### src/rtl/stopwatch_bcd_if.sv
// Stopwatch control/display bundle: tick and button levels in, BCD digits and status flags out.
// Master drives stimulus and reads the display; slave is the stopwatch core.
interface stopwatch_bcd_if;
  logic       tick;
  logic       btn_start;
  logic       btn_lap;
  logic       btn_clear;
  logic [3:0] tenths;
  logic [3:0] sec_ones;
  logic [3:0] sec_tens;
  logic [3:0] min_ones;
  logic       running;
  logic       lap_active;
  logic       rollover;

  modport master (
    output tick, btn_start, btn_lap, btn_clear,
    input  tenths, sec_ones, sec_tens, min_ones, running, lap_active, rollover
  );

  modport slave (
    input  tick, btn_start, btn_lap, btn_clear,
    output tenths, sec_ones, sec_tens, min_ones, running, lap_active, rollover
  );
endinterface

### src/rtl/stopwatch_bcd.sv
// BCD M:SS.t stopwatch with start/stop, lap freeze and clear; digits update on the tick edge.
// Always accepts tick and button edges (no backpressure); rollover is a registered one-cycle pulse.
module stopwatch_bcd #(
  parameter bit SAT = 1'b0
) (
  input  logic           clk,
  input  logic           rst_n,
  stopwatch_bcd_if.slave sw
);

  typedef struct packed {
    logic [3:0] min_ones;
    logic [3:0] sec_tens;
    logic [3:0] sec_ones;
    logic [3:0] tenths;
  } bcd_time_t;

  typedef enum logic [1:0] {IDLE, RUN, STOP} state_t;

  localparam bcd_time_t TIME_MAX = bcd_time_t'(16'h9599);

  state_t    state_q, state_d;
  bcd_time_t live_q, live_d;
  bcd_time_t lap_q, lap_d;
  bcd_time_t disp;
  logic      lap_act_q, lap_act_d;
  logic      roll_q, roll_d;
  logic      start_hist, lap_hist, clear_hist;
  logic      start_e, lap_e, clear_e;
  logic      count_en, at_max;

  function automatic bcd_time_t bcd_inc(input bcd_time_t t);
    bcd_time_t r;
    r = t;
    if (t.tenths < 4'd9) begin
      r.tenths = t.tenths + 4'd1;
    end else begin
      r.tenths = 4'd0;
      if (t.sec_ones < 4'd9) begin
        r.sec_ones = t.sec_ones + 4'd1;
      end else begin
        r.sec_ones = 4'd0;
        if (t.sec_tens < 4'd5) begin
          r.sec_tens = t.sec_tens + 4'd1;
        end else begin
          r.sec_tens = 4'd0;
          r.min_ones = (t.min_ones < 4'd9) ? t.min_ones + 4'd1 : 4'd0;
        end
      end
    end
    return r;
  endfunction

  // History tracks the level even in reset, so a button held through reset yields no edge.
  always_ff @(posedge clk) begin
    start_hist <= sw.btn_start;
    lap_hist   <= sw.btn_lap;
    clear_hist <= sw.btn_clear;
  end

  assign start_e = sw.btn_start & ~start_hist;
  assign lap_e   = sw.btn_lap & ~lap_hist;
  assign clear_e = sw.btn_clear & ~clear_hist;

  assign count_en = (state_q == RUN) && sw.tick;
  assign at_max   = (live_q == TIME_MAX);

  always_ff @(posedge clk) begin
    if (!rst_n) begin
      state_q   <= IDLE;
      live_q    <= '0;
      lap_q     <= '0;
      lap_act_q <= 1'b0;
      roll_q    <= 1'b0;
    end else begin
      state_q   <= state_d;
      live_q    <= live_d;
      lap_q     <= lap_d;
      lap_act_q <= lap_act_d;
      roll_q    <= roll_d;
    end
  end

  always_comb begin
    state_d   = state_q;
    live_d    = live_q;
    lap_d     = lap_q;
    lap_act_d = lap_act_q;
    roll_d    = 1'b0;

    if (count_en) begin
      if (at_max) begin
        roll_d = 1'b1;
        live_d = SAT ? TIME_MAX : '0;
      end else begin
        live_d = bcd_inc(live_q);
      end
    end

    unique case (state_q)
      IDLE:    if (start_e) state_d = RUN;
      RUN:     if (start_e || (SAT && count_en && at_max)) state_d = STOP;
      STOP:    if (start_e) state_d = RUN;
      default: state_d = IDLE;
    endcase

    // Lap captures the pre-increment registered count.
    if (lap_e) begin
      if (lap_act_q) begin
        lap_act_d = 1'b0;
      end else if (state_q == RUN) begin
        lap_d     = live_q;
        lap_act_d = 1'b1;
      end
    end

    if (clear_e) begin
      state_d   = IDLE;
      live_d    = '0;
      lap_act_d = 1'b0;
      roll_d    = 1'b0;
    end
  end

  assign disp          = lap_act_q ? lap_q : live_q;
  assign sw.tenths     = disp.tenths;
  assign sw.sec_ones   = disp.sec_ones;
  assign sw.sec_tens   = disp.sec_tens;
  assign sw.min_ones   = disp.min_ones;
  assign sw.running    = (state_q == RUN);
  assign sw.lap_active = lap_act_q;
  assign sw.rollover   = roll_q;

endmodule

### src/flat_wrapper.sv
// flat-port wrapper written by rule: the top's interface ports become plain ports
module stopwatch_bcd_flat 
#(
  parameter bit SAT = 1'b0
)
  (clk, rst_n, sw_tick, sw_btn_start, sw_btn_lap, sw_btn_clear, sw_tenths, sw_sec_ones, sw_sec_tens, sw_min_ones, sw_running, sw_lap_active, sw_rollover);
  stopwatch_bcd_if sw_i ();
  input  logic clk;
  input  logic rst_n;
  input wire logic [$bits(sw_i.tick)-1:0] sw_tick;
  input wire logic [$bits(sw_i.btn_start)-1:0] sw_btn_start;
  input wire logic [$bits(sw_i.btn_lap)-1:0] sw_btn_lap;
  input wire logic [$bits(sw_i.btn_clear)-1:0] sw_btn_clear;
  output wire logic [$bits(sw_i.tenths)-1:0] sw_tenths;
  output wire logic [$bits(sw_i.sec_ones)-1:0] sw_sec_ones;
  output wire logic [$bits(sw_i.sec_tens)-1:0] sw_sec_tens;
  output wire logic [$bits(sw_i.min_ones)-1:0] sw_min_ones;
  output wire logic [$bits(sw_i.running)-1:0] sw_running;
  output wire logic [$bits(sw_i.lap_active)-1:0] sw_lap_active;
  output wire logic [$bits(sw_i.rollover)-1:0] sw_rollover;
  assign sw_i.tick = sw_tick;
  assign sw_i.btn_start = sw_btn_start;
  assign sw_i.btn_lap = sw_btn_lap;
  assign sw_i.btn_clear = sw_btn_clear;
  assign sw_tenths = sw_i.tenths;
  assign sw_sec_ones = sw_i.sec_ones;
  assign sw_sec_tens = sw_i.sec_tens;
  assign sw_min_ones = sw_i.min_ones;
  assign sw_running = sw_i.running;
  assign sw_lap_active = sw_i.lap_active;
  assign sw_rollover = sw_i.rollover;
  stopwatch_bcd #(.SAT(SAT)) u_core (.clk(clk), .rst_n(rst_n), .sw(sw_i));
endmodule
### config.mk
export PLATFORM = sky130hd
export DESIGN_NAME = stopwatch_bcd_flat
export DESIGN_NICKNAME = d
export VERILOG_FILES = /design/src/rtl/stopwatch_bcd_if.sv /design/src/rtl/stopwatch_bcd.sv /design/src/flat_wrapper.sv
export SDC_FILE = /design/constraint.sdc
export NUM_CORES = 1
export LEC_CHECK = 0
export CAP_MARGIN = 0
export CORE_UTILIZATION = 25
export DETAILED_ROUTE_END_ITERATION = 12
export HOLD_SLACK_MARGIN = 0.12
export SETUP_SLACK_MARGIN = 0.4
export SYNTH_ARGS = -nofsm -noshare
export SYNTH_HDL_FRONTEND = slang
export SYNTH_SLANG_ARGS = --single-unit
### constraint.sdc
create_clock -name clk -period 3.8 [get_ports clk]
set_input_delay 0.76 -clock clk [delete_from_list [all_inputs] [get_ports clk]]
set_output_delay 0.76 -clock clk [all_outputs]
set_load 0.005 [all_outputs]
# Word-level counts from Yosys, hierarchy flattened
# Index checks and enable logic that the tools add are counted.
# word_totals
word_cells	64
register_bits	39
inputBits	6
out_inout_bits	19
# op_classes
n_lt_le_gt_ge	4
mux	15
addsub	4
n_reduce_logical	10
bitwise	9
n_eq_ne	8
# ops
operator	count
$mux W16	2
$mux W4	5
$add A4 B1 Y4 const B	4
$eq A16 B16 Y1 const B	1
$lt A4 B4 Y1 const B	3
$mux W12	1
$ne A2 B1 Y1 const B	5
$mux W8	1
$not A1 Y1	6
$reduce_and A3 Y1	2
$lt A4 B3 Y1 const B	1
$mux W2	2
$pmux W2 S2	1
$reduce_and A2 Y1	2
$reduce_and A4 Y1	1
$reduce_or A2 Y1	2
$and A1 B1 Y1	3
$mux W1	3
$reduce_or A3 Y1	1
$eq A2 B1 Y1 const B	1
$eq A2 B2 Y1 const B	1
$logic_not A2 Y1	1
$logic_and A1 B1 Y1	1

# Logic depth before layout (Yosys ltp)
# Gate-level depths: netlist (run 1).
# logic_depth
word_depth	6
depth_mapped	8

# Least setup slack after synthesis (run 1)
# Ideal clock, no wire load.
# synth_path
kind	reg2reg
from	register u_core.live_q[0] in the netlist's numbering
to	register u_core.live_q[14] in the netlist's numbering
t_required_ps	3708
stages_incl_launch_ff	8
path_slack_ps	1948
t_arrival_ps	1759
setup_ps	92
path_cell_list	dfxtp_1 -> inv_1 -> ha_1 -> or2b_1 -> o2111ai_2 -> or3_1 -> nand3b_1 -> o32ai_1
# synth_between
elab_chain_cells	3
word_cells_on_any_way	7
cone_classes	1 x order compare; 4 x eq/ne; 1 x mux; 1 x reduce/logical
# synth_rtl
item	line_no	rtl
start: declaration	stopwatch_bcd.sv:23	bcd_time_t live_q, live_d;
start signal: assignment	stopwatch_bcd.sv:77	live_q <= live_d;
$lt A4 B4 Y1 or $eq A16 B16 Y1 (tied branches)	stopwatch_bcd.sv:35, stopwatch_bcd.sv:66	
$ne A2 B1 Y1 (no source line)	n/a	
$reduce_and A4 Y1 (no source line)	n/a	
# Several ways; a longest one is shown, not always the timed one.
# A chain may end at the register's enable or synchronous reset.

# Final worst setup path (run 1)
# layout_path
from	register u_core.lap_act_q, in the netlist u_core.sw.lap_active
to	output sw_min_ones[3]
# layout_between
elab_chain_cells	1
# layout_rtl
item	line_no	rtl
start: declaration	stopwatch_bcd.sv:26	logic lap_act_q, lap_act_d;
start signal: assignment	stopwatch_bcd.sv:79	lap_act_q <= lap_act_d;
$mux W16	stopwatch_bcd.sv:125	assign disp = lap_act_q ? lap_q : live_q;
end: declaration	flat_wrapper.sv:17	output wire logic [$bits(sw_i.min_ones)-1:0] sw_min_ones;
# No other way between the ends.

==> run_results.csv, run 1 <==
group,metric,value,unit
synthesis,synth-simple-area-share,23.5,%
sta,period_needed,2500,ps
clocking,ctsHoldBuffers,0,
detailed_routing,drc,0,
synthesis,netlist_top_cells_area,"dfxtp_1 (39%), nand2_1 (9.6%), ha_1 (7.5%)",
die,coreArea,7730,um^2
global_routing,antenna_found_initial,0,
clocking,root_buffer,"clkbuf_8",
clocking,post-cts-setup-buffers,0,
sta,max_freq,400,MHz
clocking,cts_buffers,5,
outcome,status,"finished clean",
detailed_routing,detail_route.iter0.violations,47,
sta,slew_headroom,53.9,%
synthesis,yosys.area_share.adder,7.50,%
placement,place.gp.congestion,0.835,
sta,tightestPinTransition,692,ps
layout,layout-drive-gt1-share,9.89,%
synthesis,synth_top_area_share,39.0,%
synthesis,yosysSeqAreaShare,39.0,%
die,start_util,25.9,%
clocking,cts_sinks,39,
hold_path,min_from,"u_core.lap_q[8]",
critical_path,crit_path_end_kind,"primary output",
synthesis,synthesis.area,2000,um^2
pwr,cellLeakagePower,0.865,nW
placement,postPlaceCellArea,2350,um^2
hold_path,hp-class,"reg2reg",
clocking,cts_tree,"built",
critical_path,reg2reg_from,"u_core.live_q[0]",
detailed_routing,post_drt_wl_per_cell,12.8,um
synthesis,synthFlopType,"dfxtp_1",
critical_path,cp_num_buf_inv,2,
detailed_routing,ant_nets,0,
layout,syn_to_final_growth,24.3,%
synthesis,syn_avg_cell_area,8.44,um^2
die,io_pins,25,
layout,diodes,0,
clocking,cts.reportedPaths.clkPinSlew,80,ps
sta,fin_skew,10.5,ps
global_routing,grt_pass1_vias,1643,
run,maxCapViolCount,0,
critical_path,slowest_stage,"clkdlybuf4s50_1",
die,row_count,32,
synthesis,ys_ff_latch,39,
die,die_h,91.5,um
layout,fin_nets,280,
clocking,cts_max_path_buffers,2,
synthesis,synth_xor_area_share,2.19,%
critical_path,cpPeakStageDelay,450,ps
clocking,insertion_delay,300,ps
critical_path,crit_fanout,30,
detailed_routing,wl,4690,um
synthesis,ys_warn_count,0,
synthesis,muxShareOfSynthArea,4.44,%
placement,portBuffers,24,
die,dieArea,8360,um^2
synthesis,ys_types,50,
critical_path,crit_chain,"buf_4 -> mux2_2 -> clkdlybuf4s50_1",
layout,mostFrequentLayoutCells,"nand2_1 (51), dfxtp_1 (39), clkdlybuf4s50_1 (24)",
pwr,power_density,349,nW/um^2
critical_path,worstSetupStartpointType,"flip-flop",
global_routing,grt.overflow.total,0,
synthesis,synth_top_family_by_area,"simple AND/OR/NAND/NOR gates",
global_routing,grt_pass1_wl,7730,um
sta,finalHoldViolCount,0,
critical_path,crit_family,"buffers and inverters",
layout,final_common_cell,"nand2_1",
global_routing,grt_max_degree,31,
detailed_routing,dr.pass1.iters,4,
pwr,vdd_drop_max,0.000164,V
detailed_routing,via_per_inst,4.57,
synthesis,synth_compound_area_share,18.1,%
synthesis,async_flop_share,0,%
sta,setup_tns,0,ps
synthesis,synth_edf_count,0,
clocking,htree_num_levels,2,
layout,post-route-cell-area,2490,um^2
critical_path,crit_path_start,"u_core.sw.lap_active",
critical_path,critical_path_arrival,1740,ps
synthesis,yosysTopAreaCell,"dfxtp_1",
critical_path,path_class,"reg2out",
synthesis,syn-num-nets,255,
sta,setup_viol,0,
critical_path,required,3040,ps
sta,timing.final.crit_share,65.8,%
synthesis,synthCells,237,
sta,rsz0062_at_grt,"no",
detailed_routing,num_vias,1668,
die,die-width,91.5,um
placement,post-dp-hpwl,3250,um
global_routing,grtUsageTotal,11.8,%
sta,report.final.slew_viol_count,0,
clocking,cts.repair.resized,0,
## synthesized netlist by cell type (2+ instances only)
| library cell | number |
|---|---|
| nand2b_1 | 6 |
| clkbuf_1 | 9 |
| dfxtp_1 | 39 |
| nor3_1 | 3 |
| a21boi_0 | 12 |
| nor2_1 | 7 |
| xnor2_1 | 3 |
| nand4b_1 | 3 |
| or3_1 | 3 |
| a21oi_1 | 7 |
| inv_1 | 15 |
| ha_1 | 12 |
| o211ai_1 | 2 |
| nand3_1 | 3 |
| nand2_1 | 51 |
| o22ai_1 | 2 |
| nand4_1 | 5 |
| nand3b_1 | 2 |
| a21boi_1 | 4 |
| xor2_1 | 2 |
| o21ai_0 | 12 |
| mux2_2 | 7 |
## layout make-up
| cell class | count | area [um^2] |
|---|---|---|
| clock buffer | 6 | 72.6 |
| clock inverter | 2 | 60.1 |
| fill | 796 | 5240 |
| inverter | 16 | 61.3 |
| multi-input combinational | 172 | 1110 |
| sequential | 39 | 781 |
| tap | 102 | 128 |
| timing repair buffer | 28 | 270 |
## report_power, final
| part | internal, mW | leakage [nW] | switching, mW |
|---|---|---|---|
| logic | 0.0162 | 0.485 | 0.0203 |
| clock network | 0.263 | 0.0654 | 0.156 |
| registers | 0.411 | 0.315 | 0.00176 |
| total | 0.690 | 0.865 | 0.178 |
## worst paths after layout
path / end / slack (ps) / cells after the start
hold reg to reg: u_core.lap_q[8] / 460 / 2
setup reg to reg: u_core.live_q[14] / 1700 / 7
setup / recovery: sw_min_ones[3] / 1300 / 3
hold / removal: u_core.lap_q[8] / 460 / 2
## stage by stage
| step | hold WS, ps | setup slack (ps) | instances | total power, mW | util (%) |
|---|---|---|---|---|---|
| final | 457 | 1300 | 365 | 0.868 | 32.2 |
| after global routing | 496 | 1200 | 365 | 0.897 | 32.2 |
| after CTS | 457 | 1270 | 365 | 0.877 | 32.2 |
| after detailed placement | 447 | 1430 | 357 | 0.460 | 30.5 |
| after global placement | 441 | 1440 | 357 | 0.459 | 30.5 |
| after floorplan | 435 | 1950 | 237 | 0.443 | - |
## kinds of logic after synthesis
group,count (synthesis)
mux,8
buf+inv,26
xor+xnor,5
simple gates,95
flops,39
fa+ha+maj,12
compound gates,52
## routing by layer
metal / global-route usage (%) / wire [um] / vias to the layer above / share of wire, %
met4: 4.89 / 93 / 0 / 2.0
met1: 14.8 / 2330 / 767 / 50
met5: 0 / 0 / - / 0
met3: 2.93 / 161 / 9 / 3.4
met2: 19.0 / 2100 / 32 / 45
li1: - / - / 860 / -
## worst register-to-register path: cells and delay by family, from the launching register on
| kind | cells | cell delay, ps |
|---|---|---|
| AOI/OAI and AO/OA | 2 | 460 |
| adders and majority gates | 1 | 200 |
| DFF | 1 | 450 |
| and+or+nand+nor | 3 | 780 |
| buffers and inverters | 1 | 100 |
## registers in the layout (all words and copies together) (netlist names)
| register | count |
|---|---|
| u_core.clear_hist | 1 |
| u_core.live_q | 16 |
| u_core.lap_q | 16 |
| u_core.sw.lap_active | 1 |
| u_core.sw.rollover | 1 |
| u_core.start_hist | 1 |
| u_core.lap_hist | 1 |
| u_core.state_q | 2 |
Note: power is estimated with default switching activity, not from simulation.
==> run 2, diff against run 1 <==
==> constraint.sdc (replaced) <==
create_clock -name clk -period 2.4 [get_ports clk]
set_input_delay 0.48 -clock clk [delete_from_list [all_inputs] [get_ports clk]]
set_output_delay 0.48 -clock clk [all_outputs]
set_load 0.005 [all_outputs]
==> run 2 against run 1 <==
First-iteration DRC count grew 120%. Global-route usage grew 1.0 points. Combinational power grew 79%. Total power grew 38%. Non-clock buffer count grew 11. Utilization grew 2.0 points. Die area is the same. Final area grew 6.3%. Clock power grew 16%. Clock-buffer cell count grew 2. Critical path depth shrank 1. Sequential cell count is the same. Critical path type unchanged. Critical endpoint is now sw_lap_active. Largest power group is now sequential cells.
==> run_results.csv, run 2 (same netlist as run 1, synthesis figures left out) <==
group,metric,value,unit
outcome,status,"finished clean",
clocking,root_buffer,"clkbuf_8",
placement,dp_cells,359,
sta,slew_headroom,58.0,%
critical_path,required,1920,ps
sta,finalHoldViolCount,0,
sta,fin_skew,4.87,ps
clocking,cts_tree,"built",
sta,rsz0062_at_grt,"yes",
detailed_routing,post_drt_wl_per_cell,13.3,um
critical_path,rrSetupSlack,510,ps
pwr,p_clk_share,40.4,%
pwr,combinationalPowerShare,5.4,%
hold_path,min_from,"u_core.lap_q[9]",
clocking,htree_num_levels,2,
clocking,insertion_delay,290,ps
detailed_routing,detail_route.iter0.violations,102,
layout,final_common_cell,"nand2_1",
detailed_routing,via_per_inst,4.60,
layout,layout-drive-gt1-share,18.6,%
run,maxCapViolCount,0,
critical_path,critical_path_arrival,1450,ps
critical_path,reg2reg_from,"u_core.live_q[4]",
critical_path,r2r_cells,7,
sta,tightestPinTransition,630,ps
die,die-width,91.5,um
layout,fin_util,34.2,%
critical_path,r2r-end,"u_core.live_q[14]",
critical_path,cpPeakStageDelay,510,ps
hold_path,min_delay_worst_endpoint,"u_core.lap_q[9]",
layout,largestRegisters,"u_core.lap_q x16, u_core.live_q x16, u_core.state_q x2",
layout,fin_cells,376,
sta,max_freq,517,MHz
clocking,cts_buffers,5,
sta,hold_ws,455,ps
detailed_routing,wl,4980,um
clocking,cts_max_path_buffers,2,
placement,post-dp-hpwl,3390,um
global_routing,antenna_found_initial,0,
global_routing,grt_pass1_vias,1706,
clocking,ctsHoldBuffers,0,
die,row_count,32,
sta,period_needed,1930,ps
detailed_routing,drc,0,
layout,nFillCells,814,
die,coreArea,7730,um^2
layout,syn_to_final_growth,32.1,%
pwr,internal_power,0.941,mW
die,dieArea,8360,um^2
clocking,cts_sinks,39,
global_routing,grt.overflow.total,0,
die,io_pins,25,
layout,diodes,0,
detailed_routing,ant_nets,0,
sta,timing.final.crit_share,80.6,%
pwr,cellLeakagePower,1.10,nW
die,start_util,25.9,%
hold_path,hp-class,"reg2reg",
critical_path,path_class,"reg2out",
pwr,switching_share,21.7,%
pwr,p_sw,0.261,mW
critical_path,crit_fanout,15,
global_routing,grt_max_degree,18,
global_routing,grtUsageTotal,12.8,%
pwr,power_frac_seq,54.2,%
detailed_routing,num_vias,1728,
sta,report.final.slew_viol_count,0,
pwr,power_density,455,nW/um^2
global_routing,grt_pass1_wl,8460,um
hold_path,hold_depth,2,
detailed_routing,dr.pass1.iters,6,
critical_path,slowest_stage,"clkdlybuf4s50_1",
clocking,cts.reportedPaths.clkPinSlew,70,ps
placement,portBuffers,24,
critical_path,crit_chain,"bufbuf_16 -> clkdlybuf4s50_1",
die,die_h,91.5,um
pwr,vdd_drop_max,0.000270,V
placement,place.gp.congestion,0.807,
critical_path,worstSetupStartpointType,"flip-flop",
critical_path,crit_path_end_kind,"primary output",
sta,setup_viol,0,
layout,mostFrequentLayoutCells,"nand2_1 (51), dfxtp_1 (33), inv_1 (13), buf_4 (13), a21boi_0 (12)",
sta,setup_tns,0,ps
layout,fin_nets,291,
==> run 2: cell count changes in the layout (fill, tap and decap cells not counted), sizes merged <==
cell           before  now
clkbuf              6    8
bufinv              2    0
dlygate4sd2         0   10
bufbuf              0    1
buf                 4   14
clkdlybuf4s50      24    8
dlymetal6s2s        0    6
==> run 2: through the flow <==
step           instance area, um^2  setup WS (ps)  power (mW)
3_3_place_gp                  2370            305       0.728
5_1_grt                       2640            386        1.25
6_report                      2640            467        1.20
3_5_place_dp                  2370            275       0.729
2_1_floorplan                 2000            548       0.701
4_1_cts                       2530            289        1.21
==> run 2: how the worst max path moves through the flow <==
stage | startpoint | to | depth (start not counted)
final | u_core.sw.lap_active | sw_lap_active | 2
after global routing | u_core.live_q[1] | u_core.live_q[14] | 7
after CTS | u_core.sw.lap_active | sw_min_ones[3] | 3
after detailed placement | u_core.live_q[0] | u_core.live_q[14] | 7
after global placement | u_core.live_q[0] | u_core.live_q[14] | 7
after floorplan | u_core.live_q[0] | u_core.live_q[14] | 7
==> run 2: what timing repair did <==
item,CTS,global route
gates resized for setup,29,18
pin swaps,0,3
gates cloned,1,0
buffers inserted,0,8
endpoints found under the setup margin,19,13
==> run 2: worst max-delay path: cells and delay by family (launching register included) <==
family,cells,cell delay (ps)
flops,1,370
buf+inv,2,800
==> run 2: metal layers <==
layer / track usage [%] / share of wire [%] / wire (um)
met4: 4.37 / 1.3 / 63
met3: 2.68 / 4.0 / 198
met2: 21.4 / 47 / 2330
met1: 16.2 / 48 / 2390
met5: 0 / 0 / 0
==> run 2: area by class of cell <==
class	count	area, um^2	area share (%)
clock buffer	8	100	3.79
sequential	39	796	30.1
tap	102	128	4.83
inverter	16	63.8	2.41
multi-input combinational	172	1160	44.0
timing repair buffer	39	393	14.9
==> run 2: power groups by stage <==
stage | registers [mW] | clock network [mW] | logic [mW]
after floorplan | 0.669 | 0 | 0.0325
after global placement | 0.669 | 0 | 0.0592
after detailed placement | 0.669 | 0 | 0.0598
after CTS | 0.654 | 0.497 | 0.0631
after global routing | 0.652 | 0.530 | 0.0728
final | 0.651 | 0.486 | 0.0652
